[src/rtl/uart_alu_pkg.sv]
// Shared opcodes, ALU operation codes and controller state encoding for the
// UART-ALU packet sequencer.
package uart_alu_pkg;

    localparam logic [7:0] OP_ECHO = 8'hEC;
    localparam logic [7:0] OP_ADD  = 8'h8A;
    localparam logic [7:0] OP_MUL  = 8'h8B;
    localparam logic [7:0] OP_DIV  = 8'h8C;

    localparam int unsigned HDR_BYTES = 4;

    typedef enum logic [1:0] {
        ALU_ADD = 2'd0,
        ALU_MUL = 2'd1,
        ALU_DIV = 2'd2
    } alu_op_e;

    typedef enum logic [2:0] {
        HDR   = 3'd0,
        ECHO  = 3'd1,
        OPND  = 3'd2,
        EXEC  = 3'd3,
        WAIT  = 3'd4,
        RESP  = 3'd5,
        DRAIN = 3'd6
    } ctrl_state_e;

    function automatic logic is_arith(input logic [7:0] op);
        return (op == OP_ADD) || (op == OP_MUL) || (op == OP_DIV);
    endfunction

    function automatic alu_op_e op_to_alu(input logic [7:0] op);
        case (op)
            OP_MUL:  return ALU_MUL;
            OP_DIV:  return ALU_DIV;
            default: return ALU_ADD;
        endcase
    endfunction

endpackage

[src/rtl/uart_alu_ctrl_ser.sv]
// 32-bit word to 4-byte LSB-first serialiser with a valid/ready byte output.
module uart_alu_ctrl_ser (
    input  logic        clk_i,
    input  logic        rst_ni,
    input  logic        load_i,
    input  logic [31:0] data_i,
    input  logic        ready_i,
    output logic [7:0]  data_o,
    output logic        valid_o,
    output logic        done_o
);

    logic [31:0] shift_q;
    logic [1:0]  cnt_q;
    logic        valid_q;

    // Shift out one byte per accepted handshake; the current byte always sits in the low lane
    always_ff @(posedge clk_i or negedge rst_ni) begin
        if (!rst_ni) begin
            shift_q <= 32'h0000_0000;
            cnt_q   <= 2'd0;
            valid_q <= 1'b0;
        end else if (load_i) begin
            shift_q <= data_i;
            cnt_q   <= 2'd0;
            valid_q <= 1'b1;
        end else if (valid_q && ready_i) begin
            if (cnt_q == 2'd3) begin
                valid_q <= 1'b0;
            end else begin
                shift_q <= {8'h00, shift_q[31:8]};
                cnt_q   <= cnt_q + 2'd1;
            end
        end
    end

    assign data_o  = shift_q[7:0];
    assign valid_o = valid_q;
    assign done_o  = valid_q && ready_i && (cnt_q == 2'd3);

endmodule

[src/rtl/uart_alu_ctrl.sv]
// Packet sequencer between UART RX, the ALU and UART TX.
// Optional inter-byte timeout: define UART_ALU_CTRL_TIMEOUT_EN.
module uart_alu_ctrl
    import uart_alu_pkg::*;
#(
    parameter int unsigned TIMEOUT_CYCLES = 600000
) (
    input  logic        clk_i,
    input  logic        rst_ni,
    input  logic [7:0]  rx_data_i,
    input  logic        rx_valid_i,
    output logic        rx_ready_o,
    output logic [7:0]  tx_data_o,
    output logic        tx_valid_o,
    input  logic        tx_ready_i,
    output logic [1:0]  alu_op_o,
    output logic [31:0] alu_a_o,
    output logic [31:0] alu_b_o,
    output logic        alu_valid_o,
    input  logic        alu_ready_i,
    input  logic [31:0] alu_res_i,
    input  logic        alu_res_valid_i,
    output logic        busy_o,
    output logic        err_o
);

    ctrl_state_e state_q;
    logic [15:0] byte_cnt_q, len_q;
    logic [7:0]  op_q, len_lo_q, echo_data_q;
    alu_op_e     alu_op_q;
    logic [31:0] acc_q, opnd_q;
    logic        first_q, alu_valid_q, err_q, echo_valid_q, ser_pend_q;

    logic        rx_ready_s, rx_fire_s, last_s, timeout_s;
    logic        ser_load_s, ser_valid_s, ser_done_s;
    logic [7:0]  ser_data_s;
    logic [15:0] len_s, cnt_inc_s;
    logic [31:0] word_s;

    assign rx_fire_s  = rx_valid_i && rx_ready_s;
    assign cnt_inc_s  = byte_cnt_q + 16'd1;
    assign last_s     = (cnt_inc_s == len_q);
    assign len_s      = {rx_data_i, len_lo_q};
    assign word_s     = {rx_data_i, opnd_q[31:8]};
    assign ser_load_s = (state_q == RESP) && ser_pend_q && !echo_valid_q;

    // Receive back-pressure: echo only accepts when the output slot frees this cycle
    always_comb begin
        rx_ready_s = 1'b0;
        case (state_q)
            HDR, OPND, DRAIN: rx_ready_s = 1'b1;
            ECHO:             rx_ready_s = !echo_valid_q || tx_ready_i;
            default:          rx_ready_s = 1'b0;
        endcase
    end

`ifdef UART_ALU_CTRL_TIMEOUT_EN
    localparam int unsigned TO_W = $clog2(TIMEOUT_CYCLES + 1);
    logic [TO_W-1:0] to_cnt_q;
    logic            to_active_s;

    // Idle watchdog only runs while a packet is partially received
    always_comb begin
        to_active_s = 1'b0;
        case (state_q)
            ECHO, OPND, DRAIN: to_active_s = 1'b1;
            HDR:               to_active_s = (byte_cnt_q != 16'd0);
            default:           to_active_s = 1'b0;
        endcase
    end

    assign timeout_s = to_active_s && !rx_fire_s && (to_cnt_q == TO_W'(TIMEOUT_CYCLES - 1));

    // Inter-byte idle counter, cleared by every accepted byte
    always_ff @(posedge clk_i or negedge rst_ni) begin
        if (!rst_ni) begin
            to_cnt_q <= '0;
        end else if (!to_active_s || rx_fire_s || timeout_s) begin
            to_cnt_q <= '0;
        end else begin
            to_cnt_q <= to_cnt_q + TO_W'(1);
        end
    end
`else
    logic unused_timeout_s;
    assign unused_timeout_s = ^TIMEOUT_CYCLES;
    assign timeout_s        = 1'b0;
`endif

    // Packet sequencer: header decode, payload routing, ALU handshake and response
    always_ff @(posedge clk_i or negedge rst_ni) begin
        if (!rst_ni) begin
            state_q      <= HDR;
            byte_cnt_q   <= 16'd0;
            len_q        <= 16'd0;
            op_q         <= 8'h00;
            len_lo_q     <= 8'h00;
            echo_data_q  <= 8'h00;
            alu_op_q     <= ALU_ADD;
            acc_q        <= 32'h0000_0000;
            opnd_q       <= 32'h0000_0000;
            first_q      <= 1'b0;
            alu_valid_q  <= 1'b0;
            err_q        <= 1'b0;
            echo_valid_q <= 1'b0;
            ser_pend_q   <= 1'b0;
        end else begin
            err_q <= 1'b0;
            if (echo_valid_q && tx_ready_i) begin
                echo_valid_q <= 1'b0;
            end
            case (state_q)
                HDR: begin
                    if (timeout_s) begin
                        err_q      <= 1'b1;
                        byte_cnt_q <= 16'd0;
                    end else if (rx_fire_s) begin
                        byte_cnt_q <= cnt_inc_s;
                        case (byte_cnt_q[1:0])
                            2'd0: op_q     <= rx_data_i;
                            2'd2: len_lo_q <= rx_data_i;
                            2'd3: begin
                                len_q    <= len_s;
                                alu_op_q <= op_to_alu(op_q);
                                first_q  <= 1'b1;
                                if (op_q == OP_ECHO && len_s == 16'd4) begin
                                    byte_cnt_q <= 16'd0;
                                end else if (op_q == OP_ECHO && len_s > 16'd4) begin
                                    state_q <= ECHO;
                                end else if (is_arith(op_q) && len_s >= 16'd8 && len_s[1:0] == 2'd0) begin
                                    state_q <= OPND;
                                end else begin
                                    err_q <= 1'b1;
                                    if (len_s > 16'd4) begin
                                        state_q <= DRAIN;
                                    end else begin
                                        byte_cnt_q <= 16'd0;
                                    end
                                end
                            end
                            default: ;
                        endcase
                    end
                end
                ECHO: begin
                    if (timeout_s) begin
                        err_q      <= 1'b1;
                        state_q    <= HDR;
                        byte_cnt_q <= 16'd0;
                    end else if (rx_fire_s) begin
                        echo_data_q  <= rx_data_i;
                        echo_valid_q <= 1'b1;
                        byte_cnt_q   <= last_s ? 16'd0 : cnt_inc_s;
                        if (last_s) begin
                            state_q <= HDR;
                        end
                    end
                end
                OPND: begin
                    if (timeout_s) begin
                        err_q      <= 1'b1;
                        state_q    <= HDR;
                        byte_cnt_q <= 16'd0;
                    end else if (rx_fire_s) begin
                        byte_cnt_q <= cnt_inc_s;
                        opnd_q     <= word_s;
                        if (byte_cnt_q[1:0] == 2'd3) begin
                            if (first_q) begin
                                acc_q      <= word_s;
                                first_q    <= 1'b0;
                                ser_pend_q <= last_s;
                                if (last_s) begin
                                    state_q <= RESP;
                                end
                            end else begin
                                alu_valid_q <= 1'b1;
                                state_q     <= EXEC;
                            end
                        end
                    end
                end
                EXEC: begin
                    if (alu_ready_i) begin
                        alu_valid_q <= 1'b0;
                        state_q     <= WAIT;
                    end
                end
                WAIT: begin
                    if (alu_res_valid_i) begin
                        acc_q <= alu_res_i;
                        if (byte_cnt_q == len_q) begin
                            state_q    <= RESP;
                            ser_pend_q <= 1'b1;
                        end else begin
                            state_q <= OPND;
                        end
                    end
                end
                RESP: begin
                    if (ser_load_s) begin
                        ser_pend_q <= 1'b0;
                    end
                    if (ser_done_s) begin
                        state_q    <= HDR;
                        byte_cnt_q <= 16'd0;
                    end
                end
                DRAIN: begin
                    if (timeout_s) begin
                        err_q      <= 1'b1;
                        state_q    <= HDR;
                        byte_cnt_q <= 16'd0;
                    end else if (rx_fire_s) begin
                        byte_cnt_q <= last_s ? 16'd0 : cnt_inc_s;
                        if (last_s) begin
                            state_q <= HDR;
                        end
                    end
                end
                default: begin
                    state_q    <= HDR;
                    byte_cnt_q <= 16'd0;
                end
            endcase
        end
    end

    uart_alu_ctrl_ser u_ser (
        .clk_i   (clk_i),
        .rst_ni  (rst_ni),
        .load_i  (ser_load_s),
        .data_i  (acc_q),
        .ready_i (tx_ready_i),
        .data_o  (ser_data_s),
        .valid_o (ser_valid_s),
        .done_o  (ser_done_s)
    );

    assign rx_ready_o  = rx_ready_s;
    assign tx_data_o   = echo_valid_q ? echo_data_q : ser_data_s;
    assign tx_valid_o  = echo_valid_q || ser_valid_s;
    assign alu_op_o    = alu_op_q;
    assign alu_a_o     = acc_q;
    assign alu_b_o     = opnd_q;
    assign alu_valid_o = alu_valid_q;
    assign busy_o      = (state_q != HDR) || (byte_cnt_q != 16'd0);
    assign err_o       = err_q;

endmodule
[config.mk]
export PLATFORM = sky130hd
export DESIGN_NAME = uart_alu_ctrl
export DESIGN_NICKNAME = d
export VERILOG_FILES = /design/src/rtl/uart_alu_pkg.sv /design/src/rtl/uart_alu_ctrl_ser.sv /design/src/rtl/uart_alu_ctrl.sv
export SDC_FILE = /design/constraint.sdc
export NUM_CORES = 1
export LEC_CHECK = 0
export ABC_AREA = 1
export BUFFER_PORTS_ARGS = -buffer_cell sky130_fd_sc_hd__buf_4
export CAP_MARGIN = 40
export CORE_AREA = 2 2 133 135
export DETAILED_ROUTE_END_ITERATION = 7
export DIE_AREA = 0 0 135 137
export GPL_ROUTABILITY_DRIVEN = 0
export PLACE_DENSITY = 0.8
export SETUP_SLACK_MARGIN = 0.4
export SLEW_MARGIN = 30
export SYNTH_ARGS = -nofsm -noshare
export SYNTH_HDL_FRONTEND = slang
export SYNTH_HIERARCHICAL = 1
export SYNTH_SLANG_ARGS = --single-unit
export TNS_END_PERCENT = 10
[constraint.sdc]
create_clock -name clk_i -period 4.1 [get_ports clk_i]
set_input_delay 0.41 -clock clk_i [delete_from_list [all_inputs] [get_ports clk_i]]
set_output_delay 0.41 -clock clk_i [all_outputs]
set_load 0.005 [all_outputs]
==> results of run 1 <==
[cell usage after synthesis (5+ instances only)]
cell type	number	area share (%)
xnor2_1	5	0.51
nor2_2	6	0.44
dfrtp_1	165	48
clkbuf_1	8	0.35
o21ai_0	29	1.7
a31oi_1	33	2.4
nand2_1	439	19
nand4_1	13	0.95
o21ai_1	20	1.2
nand3_1	68	4.0
mux2_2	24	3.2
xor2_1	13	1.3
inv_1	70	3.1
buf_4	19	1.7
inv_2	9	0.40
a21oi_1	11	0.64
buf_2	29	1.7
o21a_1	8	0.70
nor2_1	85	3.7
nor2_4	5	0.66
[state kept, by name, indices dropped and copies added, names as in the netlist, 3 cells and up]
name / flops
len_q: 16
len_lo_q: 8
u_ser/shift_q: 32
alu_b_o: 32
byte_cnt_q: 16
op_q: 8
state_q: 3
alu_a_o: 32
echo_data_q: 8
[final cells by class]
| class | instances | area, um2 |
|---|---|---|
| Clock buffer | 19 | 453 |
| Clock inverter | 13 | 170 |
| Fill cell | 1450 | 6890 |
| Inverter | 80 | 303 |
| Multi-Input combinational cell | 789 | 3750 |
| Sequential cell | 165 | 4130 |
| Tap cell | 225 | 282 |
| Timing Repair Buffer | 135 | 1080 |
[stage by stage]
stage          hold slack [ns]  std cells  area, um2  total power (uW)  setup WS, ns
2_1_floorplan            0.114       1096       8540              4610          2.12
3_3_place_gp             0.474       1390       9460              5720          1.60
3_5_place_dp             0.478       1392       9500              5850          1.48
4_1_cts                  0.101       1424      10100              7570          1.44
5_1_grt                  0.186       1426      10200              8070          1.16
6_report                 0.187       1426      10200              7590          1.44
[kinds of logic (layout without fill, tap and decap cells)]
family,count (synthesis),count (layout)
mux,24,24
simple gates,634,634
buf+inv,142,247
compound gates,109,109
flops,165,165
fa+ha+maj,4,4
xor+xnor,18,18
[what timing repair did]
item,4_1_cts,5_1_grt
setup buffers,0,0
endpoints found under the hold margin,0,21
hold buffers,0,1
[final timing paths]
path,start,end,cells past startpoint
max in group asynchronous,rst_ni,u_ser/shift_q[15],3
max reg2reg,state_q[1],alu_a_o[4],9
max,state_q[1],alu_a_o[4],9
min,alu_ready_i,alu_valid_o,2
min reg2reg,alu_op_o[0],alu_op_o[0],2
min in group asynchronous,rst_ni,len_q[5],2
[report_power, final]
part	switching (uW)	total (uW)	internal [uW]
clock	677	1680	1000
combinational	1700	3010	1310
sequential	631	2910	2270
[layout by cell type, fill, tap and decap left out, drive strengths merged]
master	instances
bufinv	3
nand3b	1
a21oi	11
clkinv	6
nor3	2
nor2	96
o22ai	1
xnor2	5
clkinvlp	1
buf	134
o31ai	1
dlygate4sd3	1
nand4	14
xor2	13
o21bai	1
o21ai	50
nand3	70
a31oi	33
ha	4
o211a	1
mux2	24
nor4	3
o211ai	3
clkbuf	19
inv	83
nand2	444
o21a	8
and3	1
dfrtp	165
or2	3
[critical path, cell delays in order, from the launching register on]
cell     delay, ns
dfrtp_1       0.43
inv_2         0.10
nand2_1       0.11
nor2_2        0.11
buf_4         0.35
o21ai_1       0.16
nor2_4        0.65
buf_4         0.38
nor2_1        0.07
a31oi_1       0.18
[metal layers]
| metal | vias to the layer above | wire [um] |
|---|---|---|
| met1 | 3659 | 9980 |
| li1 | 3675 | - |
| met4 | 0 | 748 |
| met3 | 64 | 1850 |
| met2 | 330 | 10600 |
| met5 | - | 0 |
==> run_results.csv, run 1 <==
group,metric,value,unit
floorplanning,die-area,18500,um2
clock_tree,post_cts_resized,0,
yosys,ys_seq_elements,165,
sta,rsz0062_at_grt,"false",
yosys,yosys_warnings,6,
clock_tree,clk_pin_slew,0.06,ns
global_route,grt_use_total,25.9,%
sta,drv_slew,0,
floorplanning,chipWidth,135,um
global_route,use_met2,38.1,%
sta,fin_crit,2.66,ns
finish,n_antenna_cell,0,
yosys,synthSimpleGateAreaFrac,30.8,%
global_route,grt_first_pass_wirelength,37300,um
detailed_routing,dr_total_vias,7728,
sta,setup_viol,0,
finish,nNetsFinal,1238,
sta,worstMarginPinSlew,0.783,ns
global_route,top_usage_layer,"met2",
yosys,synthXorXnorAreaFrac,1.85,%
yosys,synthFlopType,"dfrtp_1",
place,io_buffers,124,
yosys,async_flop_share,100,%
floorplanning,die_height,137,um
detailed_routing,vias_per_cell,5.42,
detailed_routing,firstDrtPassIters,6,
floorplanning,fp.coreArea,17100,um2
clock_tree,ctsRootBufferMaster,"clkbuf_16",
clock_tree,numCtsBuffers,17,
yosys,synth_compound_area_share,7.43,%
flow_run,maxCapViolations,0,
finish,area_delta_synth_final,19.1,%
finish,drive_above_1_share,18.8,%
yosys,synth_top_family_by_area,"simple AND/OR/NAND/NOR gates",
sta,max_slew_margin,47.7,%
setup_path,arrival,3.00,ns
detailed_routing,finalWirelength,23100,um
global_route,grt_overflow,0,
sta,finalHoldViolations,0,
floorplanning,start_util,50.0,%
global_route,grt_use_met3,5.33,%
status,outcome,"finished, final reports clean",
sta,skew,0.0103,ns
pwr,power_density,747,nW/um2
place,hpwl,16200,um
pwr,p_leak,0.00513,uW
global_route,gr-usage-met1,37.3,%
clock_tree,cts_tree,"done",
yosys,synth_edf_count,0,
yosys,synthAdderAreaFrac,0.586,%
setup_path,r2r_slack,1.44,ns
sta,tns,0,ns
setup_path,critPathCaptureType,"flop",
detailed_routing,antenna_left,0,
sta,fmax,376,MHz
global_route,grt_pass1_vias,7204,
yosys,yosysUniqueCellTypes,41,
detailed_routing,route.detailed.drc,0,
setup_path,critPathRequiredTime,4.44,ns
clock_tree,htreeDepth,4,
yosys,syn_nets,1146,
clock_tree,clk_latency,0.43,ns
yosys,avgSynthCellArea,7.79,um2
setup_path,cp-start-kind,"flop",
global_route,grt_max_degree,93,
setup_path,cp_max_fo,39,
floorplanning,ioPinCount,125,
floorplanning,rows,48,
global_route,antenna_found_initial,0,
sta,fin_crit_sh,64.9,%
yosys,ys_seq_area_share,48.4,%
yosys,synth_mux_area_share,3.17,%
yosys,synthCells,1096,
min_path,min_path_type,"input port to flop",
detailed_routing,drt_iter0_markers,704,
finish,fin_util,59.6,%
clock_tree,clockBufferDepth,2,
yosys,syn_area,8540,um2
setup_path,path_class,"flop to flop",
clock_tree,clock-sinks,165,
detailed_routing,wire_per_inst,16.2,um
pwr,peakVddDrop,444,uV
Note: power is estimated with default switching activity, not from simulation.
==> run 2: changes to the inputs <==
- ABC_AREA: 1 -> 0
- CORE_AREA: 2 2 133 135 -> 2 2 131 133
- DIE_AREA: 0 0 135 137 -> 0 0 133 135
- PLACE_DENSITY: 0.8 -> 0.81
- clock period: 4.1 -> 2.6 ns (I/O delays scaled with it)
==> run 2 against run 1 <==
Net effect: routed wire length down 2.1%; first-iteration DRC count decreased by 13%; die area shrank 2.9%; cell area increased by 2.4%; power increased by 55%; non-clock buffer count up 35; largest cell class unchanged; sequential cell count did not move; global-route usage fell by 0.63 points; critical endpoint is now state_q[0]; the flow now finishes with violations (setup timing); maximum frequency down 0.18%; clock skew grew 0.00095 ns.
==> run_results.csv, run 2 <==
group,metric,value,unit
sta,fmax,375,MHz
yosys,yosys-top-cells-area,"dfrtp_1 50%, mux2_2 11%, nand2_1 5.9%",
global_route,grt_pass1_vias,6504,
yosys,yosys.area.top_type_share,49.9,%
sta,fin_ws,-0.0638,ns
yosys,yosysUniqueCellTypes,63,
pwr,power_frac_comb,40.1,%
clock_tree,ctsRootBufferMaster,"clkbuf_16",
detailed_routing,dr_total_vias,6774,
floorplanning,chipWidth,133,um
setup_path,cp-start-kind,"flop",
sta,worstMarginPinSlew,0.858,ns
yosys,synthCells,809,
yosys,synthFlopType,"dfrtp_1",
floorplanning,ioPinCount,125,
floorplanning,start_util,50.4,%
sta,skew,0.0112,ns
detailed_routing,wire_per_inst,19.3,um
place,hpwl,15100,um
pwr,pwr-share-clk,21.2,%
finish,multi_input_area,3990,um2
setup_path,critPathRequiredTime,2.91,ns
yosys,synth_edf_count,0,
pwr,p_sw_share,37.3,%
yosys,synth_top_cell_by_area,"dfrtp_1",
finish,mostFrequentLayoutCell,"dfrtp_1",
global_route,grt_overflow,0,
yosys,syn_nets,859,
setup_path,critPathCaptureType,"flop",
setup_path,path_class,"flop to flop",
sta,drv_slew,0,
status,violations,"setup timing",
finish,fillers,1233,
detailed_routing,vias_per_cell,5.78,
sta,rsz0062_at_grt,"true",
yosys,async_flop_share,100,%
min_path,min_path_type,"input port to flop",
status,outcome,"finished with violations",
floorplanning,die-area,18000,um2
finish,mostFrequentLayoutCells,"160 x dfrtp_1, 158 x buf_4, 131 x nand2_1, 80 x mux2_2, 56 x a21oi_1",
finish,drive_above_1_share,35.8,%
yosys,syn_area,8280,um2
sta,finalHoldViolations,0,
detailed_routing,drt_iter0_markers,614,
clock_tree,numCtsBuffers,17,
pwr,seqPwrFrac,38.6,%
detailed_routing,finalWirelength,22700,um
clock_tree,htreeDepth,4,
sta,fin_crit,2.66,ns
flow_run,maxCapViolations,0,
sta,setup_viol,4,
pwr,power_density,1130,nW/um2
finish,seq_area,4140,um2
yosys,ys_seq_elements,165,
finish,n_antenna_cell,0,
setup_path,r2r_slack,-0.06,ns
clock_tree,clockBufferDepth,2,
place,io_buffers,124,
sta,fin_crit_sh,102,%
yosys,synthMostInstantiatedCell,"dfrtp_1",
finish,nNetsFinal,989,
yosys,yosys_warnings,6,
sta,max_slew_margin,42.4,%
global_route,grt_use_total,25.2,%
yosys,avgSynthCellArea,10.2,um2
setup_path,cp_max_fo,6,
pwr,peakVddDrop,675,uV
pwr,cellInternalPower,7350,uW
yosys,ys_seq_area_share,49.9,%
global_route,grt_first_pass_wirelength,35300,um
sta,tns,-0.167,ns
pwr,p_leak,0.00470,uW
global_route,grt_max_degree,68,
yosys,synth_common_cells,"165 x dfrtp_1, 131 x nand2_1, 80 x mux2_2, 64 x o21ai_0, 58 x a21oi_1",
place,pre_cts_slack,-0.0247,ns
clock_tree,clk_latency,0.43,ns
floorplanning,die_height,135,um
pwr,net-switching-power,4380,uW
setup_path,arrival,2.98,ns
floorplanning,rows,47,
clock_tree,clk_pin_slew,0.07,ns
floorplanning,fp.coreArea,16400,um2
detailed_routing,firstDrtPassIters,5,
clock_tree,clock-sinks,165,
global_route,antenna_found_initial,0,
detailed_routing,antenna_left,0,
finish,area_delta_synth_final,25.8,%
clock_tree,cts_tree,"done",
detailed_routing,route.detailed.drc,0,
[run 2: metrics by stage]
step | total power [uW] | hold WS, ns | utilization [%] | instance area [um2] | cells
finish | 11700 | 0.109 | 63.4 | 10400 | 1172
global route | 12400 | 0.121 | 63.4 | 10400 | 1172
CTS | 11600 | 0.104 | 62.8 | 10300 | 1171
detailed placement | 8990 | 0.264 | 58.5 | 9600 | 1134
global placement | 8830 | 0.260 | 58.5 | 9600 | 1134
floorplan | 7000 | -0.0356 | - | 8320 | 809
[run 2: repair_timing]
item	4_1_cts	5_1_grt
pin swaps	27	8
endpoints found under the hold margin	54	0
setup buffers	4	1
setup endpoints to repair	20	72
gates resized for setup	30	21
hold buffers	1	0
[run 2: worst max-delay path, stage by stage (launching register included)]
cell and delay, ns:
dfrtp_1 0.52, nand3_2 0.23, or3_4 0.46, a21boi_2 0.17, o21ai_2 0.10, or4_4 0.56
a21oi_4 0.20, mux2_4 0.32
[run 2: area by class of cell]
type | instances | area share [%]
timing repair buffer | 170 | 13.1
clock buffer | 17 | 4.09
multi-input combinational | 571 | 38.4
inverter | 14 | 0.505
clock inverter | 15 | 1.57
tap | 220 | 2.64
sequential | 165 | 39.7
[run 2: worst paths after layout]
kind	from	to	depth (start not counted)
hold reg to reg	alu_op_o[1]	alu_op_o[1]	2
hold / removal	alu_res_i[0]	alu_a_o[0]	3
setup reg to reg	byte_cnt_q[6]	state_q[0]	7
min in group asynchronous	rst_ni	len_lo_q[4]	2
setup / recovery	byte_cnt_q[6]	state_q[0]	7
max in group asynchronous	rst_ni	byte_cnt_q[7]	3
[run 2: power by group through the flow]
stage	clock network [uW]	logic, uW	registers [uW]
floorplan	0	2730	4260
global placement	0	4340	4490
detailed placement	0	4460	4530
CTS	2520	4600	4490
global route	2640	5090	4650
finish	2490	4710	4530
[run 2: layer usage]
| metal | vias up | wire length [um] | track usage (%) |
|---|---|---|---|
| met5 | - | 0 | 0 |
| met4 | 0 | 658 | 10.5 |
| met3 | 48 | 1560 | 5.63 |
| met2 | 268 | 10700 | 39.5 |
| met1 | 3362 | 9710 | 34.2 |
| li1 | 3096 | - | - |
[run 2: cells by family after synthesis]
| family | synth area share (%) |
|---|---|
| simple gates | 15.6 |
| xor+xnor | 2.43 |
| compound gates | 11.7 |
| flops | 49.9 |
| buf+inv | 4.52 |
| fa+ha+maj | 0.605 |
| mux | 15.3 |
==> run 3: changes to the inputs <==
- CORE_AREA: 2 2 131 133 -> 3 3 132 134
- DIE_AREA: 0 0 133 135 -> 0 0 135 137
- GPL_ROUTABILITY_DRIVEN: 0 -> 1
==> run 3 against run 2 <==
Net effect: the run still ends with setup timing left; register-to-register slack improved by 0.05 ns; worst hold slack improved by 0.0066 ns; via count increased by 1.6%; global-route usage decreased by 0.49 points; maximum frequency increased by 1.9%; die area increased by 3.0%; largest power group unchanged.
==> run_results.csv, run 3 (synthesized netlist as in run 2, its figures left out) <==
group,metric,value,unit
sta,fin_ws,-0.0142,ns
setup_path,critPathRequiredTime,2.91,ns
finish,mostFrequentLayoutCells,"167 x buf_4, 159 x dfrtp_1, 131 x nand2_1, 80 x mux2_2, 63 x o21ai_0",
sta,setup_viol,2,
detailed_routing,dr_total_vias,6879,
pwr,p_sw_share,36.9,%
detailed_routing,antenna_left,0,
clock_tree,clk_latency,0.44,ns
finish,n_antenna_cell,0,
setup_path,cp_max_fo,4,
sta,skew,0.0123,ns
floorplanning,fp.coreArea,16400,um2
detailed_routing,firstDrtPassIters,5,
status,violations,"setup timing",
global_route,grt_overflow,0,
finish,nNetsFinal,1004,
detailed_routing,wl_met2,10700,um
setup_path,cp-start-kind,"flop",
setup_path,path_buf_inv,1,
setup_path,critPathTopFamily,"simple AND/OR/NAND/NOR gates",
sta,tns,-0.0260,ns
global_route,grt_use_total,24.8,%
clock_tree,numCtsBuffers,17,
place,hpwl,15800,um
floorplanning,die_height,137,um
place,gp_congestion,0.933,
clock_tree,htreeDepth,4,
global_route,grt_max_degree,76,
finish,mostFrequentLayoutCell,"buf_4",
setup_path,slowest_delay,0.59,ns
detailed_routing,route.detailed.drc,0,
pwr,power_frac_comb,40.8,%
detailed_routing,finalWirelength,23300,um
pwr,peakVddDrop,703,uV
sta,fmax,383,MHz
flow_run,maxCapViolations,0,
pwr,cellInternalPower,7570,uW
detailed_routing,drt_iter0_markers,598,
pwr,power_density,1140,nW/um2
floorplanning,die-area,18500,um2
clock_tree,clockBufferDepth,2,
floorplanning,ioPinCount,125,
finish,area_delta_synth_final,27.6,%
finish,drive_above_1_share,35.8,%
min_path,min_path_type,"input port to flop",
global_route,grt_pass1_vias,6615,
setup_path,arrival,2.93,ns
setup_path,path_class,"flop to flop",
global_route,grt_first_pass_wirelength,35600,um
finish,multi_input_area,4010,um2
clock_tree,ctsRootBufferMaster,"clkbuf_16",
finish,seq_area,4140,um2
detailed_routing,route.met3.wl,1770,um
detailed_routing,wire_per_inst,19.7,um
setup_path,crit_slowest_cell,"or4_4",
sta,fin_crit,2.61,ns
place,io_buffers,124,
sta,worstMarginPinSlew,0.716,ns
pwr,seqPwrFrac,38.0,%
sta,drv_slew,0,
global_route,antenna_found_initial,0,
detailed_routing,vias_per_cell,5.80,
clock_tree,clk_pin_slew,0.07,ns
setup_path,cp_cell_sequence,"ha_4 > buf_6 > xnor2_4 > nor4_4 > nand4_1 > or4_4 > a21oi_4 > mux2_4",
detailed_routing,route.top_layer_used,"met4",
detailed_routing,wl_met1,10100,um
floorplanning,chipWidth,135,um
pwr,total_power,12000,uW
pwr,net-switching-power,4430,uW
setup_path,critPathCaptureType,"flop",
clock_tree,cts_tree,"done",
clock_tree,clock-sinks,165,
status,outcome,"finished with violations",
floorplanning,start_util,50.4,%
sta,finalHoldViolations,0,
sta,fin_crit_sh,101,%
finish,fillers,1237,
floorplanning,rows,47,
pwr,p_leak,0.00481,uW
sta,max_slew_margin,52.3,%
pwr,pwr-share-clk,21.2,%
sta,rsz0062_at_grt,"true",
==> run 3: cell types whose count changed in the layout (fill, tap and decap cells not counted), moves of 3 or more <==
cell and delta:
o21ai_2 -9, buf_6 +4, xnor2_1 -3, clkinv_4 -3, o21ai_0 +11, clkinv_2 +3, buf_4 +9
==> run 3: cell type report <==
cell class,count,area share [%]
Clock buffer,19,4.19
Clock inverter,13,1.39
Inverter,14,0.498
Multi-Input combinational cell,572,38.0
Sequential cell,165,39.2
Tap cell,220,2.61
Timing Repair Buffer,184,14.2
==> run 3: what timing repair did <==
action / 4_1_cts / 5_1_grt
hold buffers: 1 / 0
endpoints found under the setup margin: 20 / 20
cloned: 0 / 1
resized for setup: 4 / 36
hold endpoints to repair: 73 / 0
pin swaps: 5 / 17
buffers inserted: 5 / 4
==> run 3: worst min-delay path, stage by stage <==
cell     delay [ns]
buf_4          0.08
mux2i_1        0.05
o21ai_0        0.13
==> run 3: worst paths after layout <==
kind,start,endpoint,slack (ns),cells past startpoint
hold reg to reg,alu_op_o[0],alu_op_o[0],0.51,2
hold / removal,alu_res_i[27],alu_a_o[27],0.12,3
setup / recovery,byte_cnt_q[1],state_q[0],-0.01,8
max in group asynchronous,rst_ni,alu_a_o[26],1.45,3
min in group asynchronous,rst_ni,echo_data_q[6],0.43,2
setup reg to reg,byte_cnt_q[1],state_q[0],-0.01,8
==> run 3: per-stage QoR <==
| step | cell area, um2 | utilization [%] | cells | setup slack, ns | hold slack [ns] |
|---|---|---|---|---|---|
| 5_1_grt | 10600 | 64.4 | 1187 | -0.112 | 0.128 |
| 3_3_place_gp | 9690 | 59.0 | 1144 | -0.0366 | 0.338 |
| 3_5_place_dp | 9690 | 59.0 | 1144 | -0.0818 | 0.340 |
| 4_1_cts | 10300 | 63.0 | 1182 | -0.0172 | 0.108 |
| 2_1_floorplan | 8320 | - | 809 | -0.0139 | -0.0356 |
| 6_report | 10600 | 64.4 | 1187 | -0.0142 | 0.115 |
==> run 3: power groups by stage <==
stage | clock network (uW) | logic [uW] | registers (uW)
2_1_floorplan | 0 | 2730 | 4260
3_3_place_gp | 0 | 4450 | 4470
3_5_place_dp | 0 | 4580 | 4530
4_1_cts | 2560 | 4680 | 4500
5_1_grt | 2670 | 5310 | 4680
6_report | 2550 | 4890 | 4560
==> run 3: layer usage <==
metal / vias to the layer above / track usage, %
met5: - / 0
met4: 0 / 10.4
met3: 59 / 5.63
met2: 317 / 38.0
met1: 3380 / 34.1
li1: 3123 / -
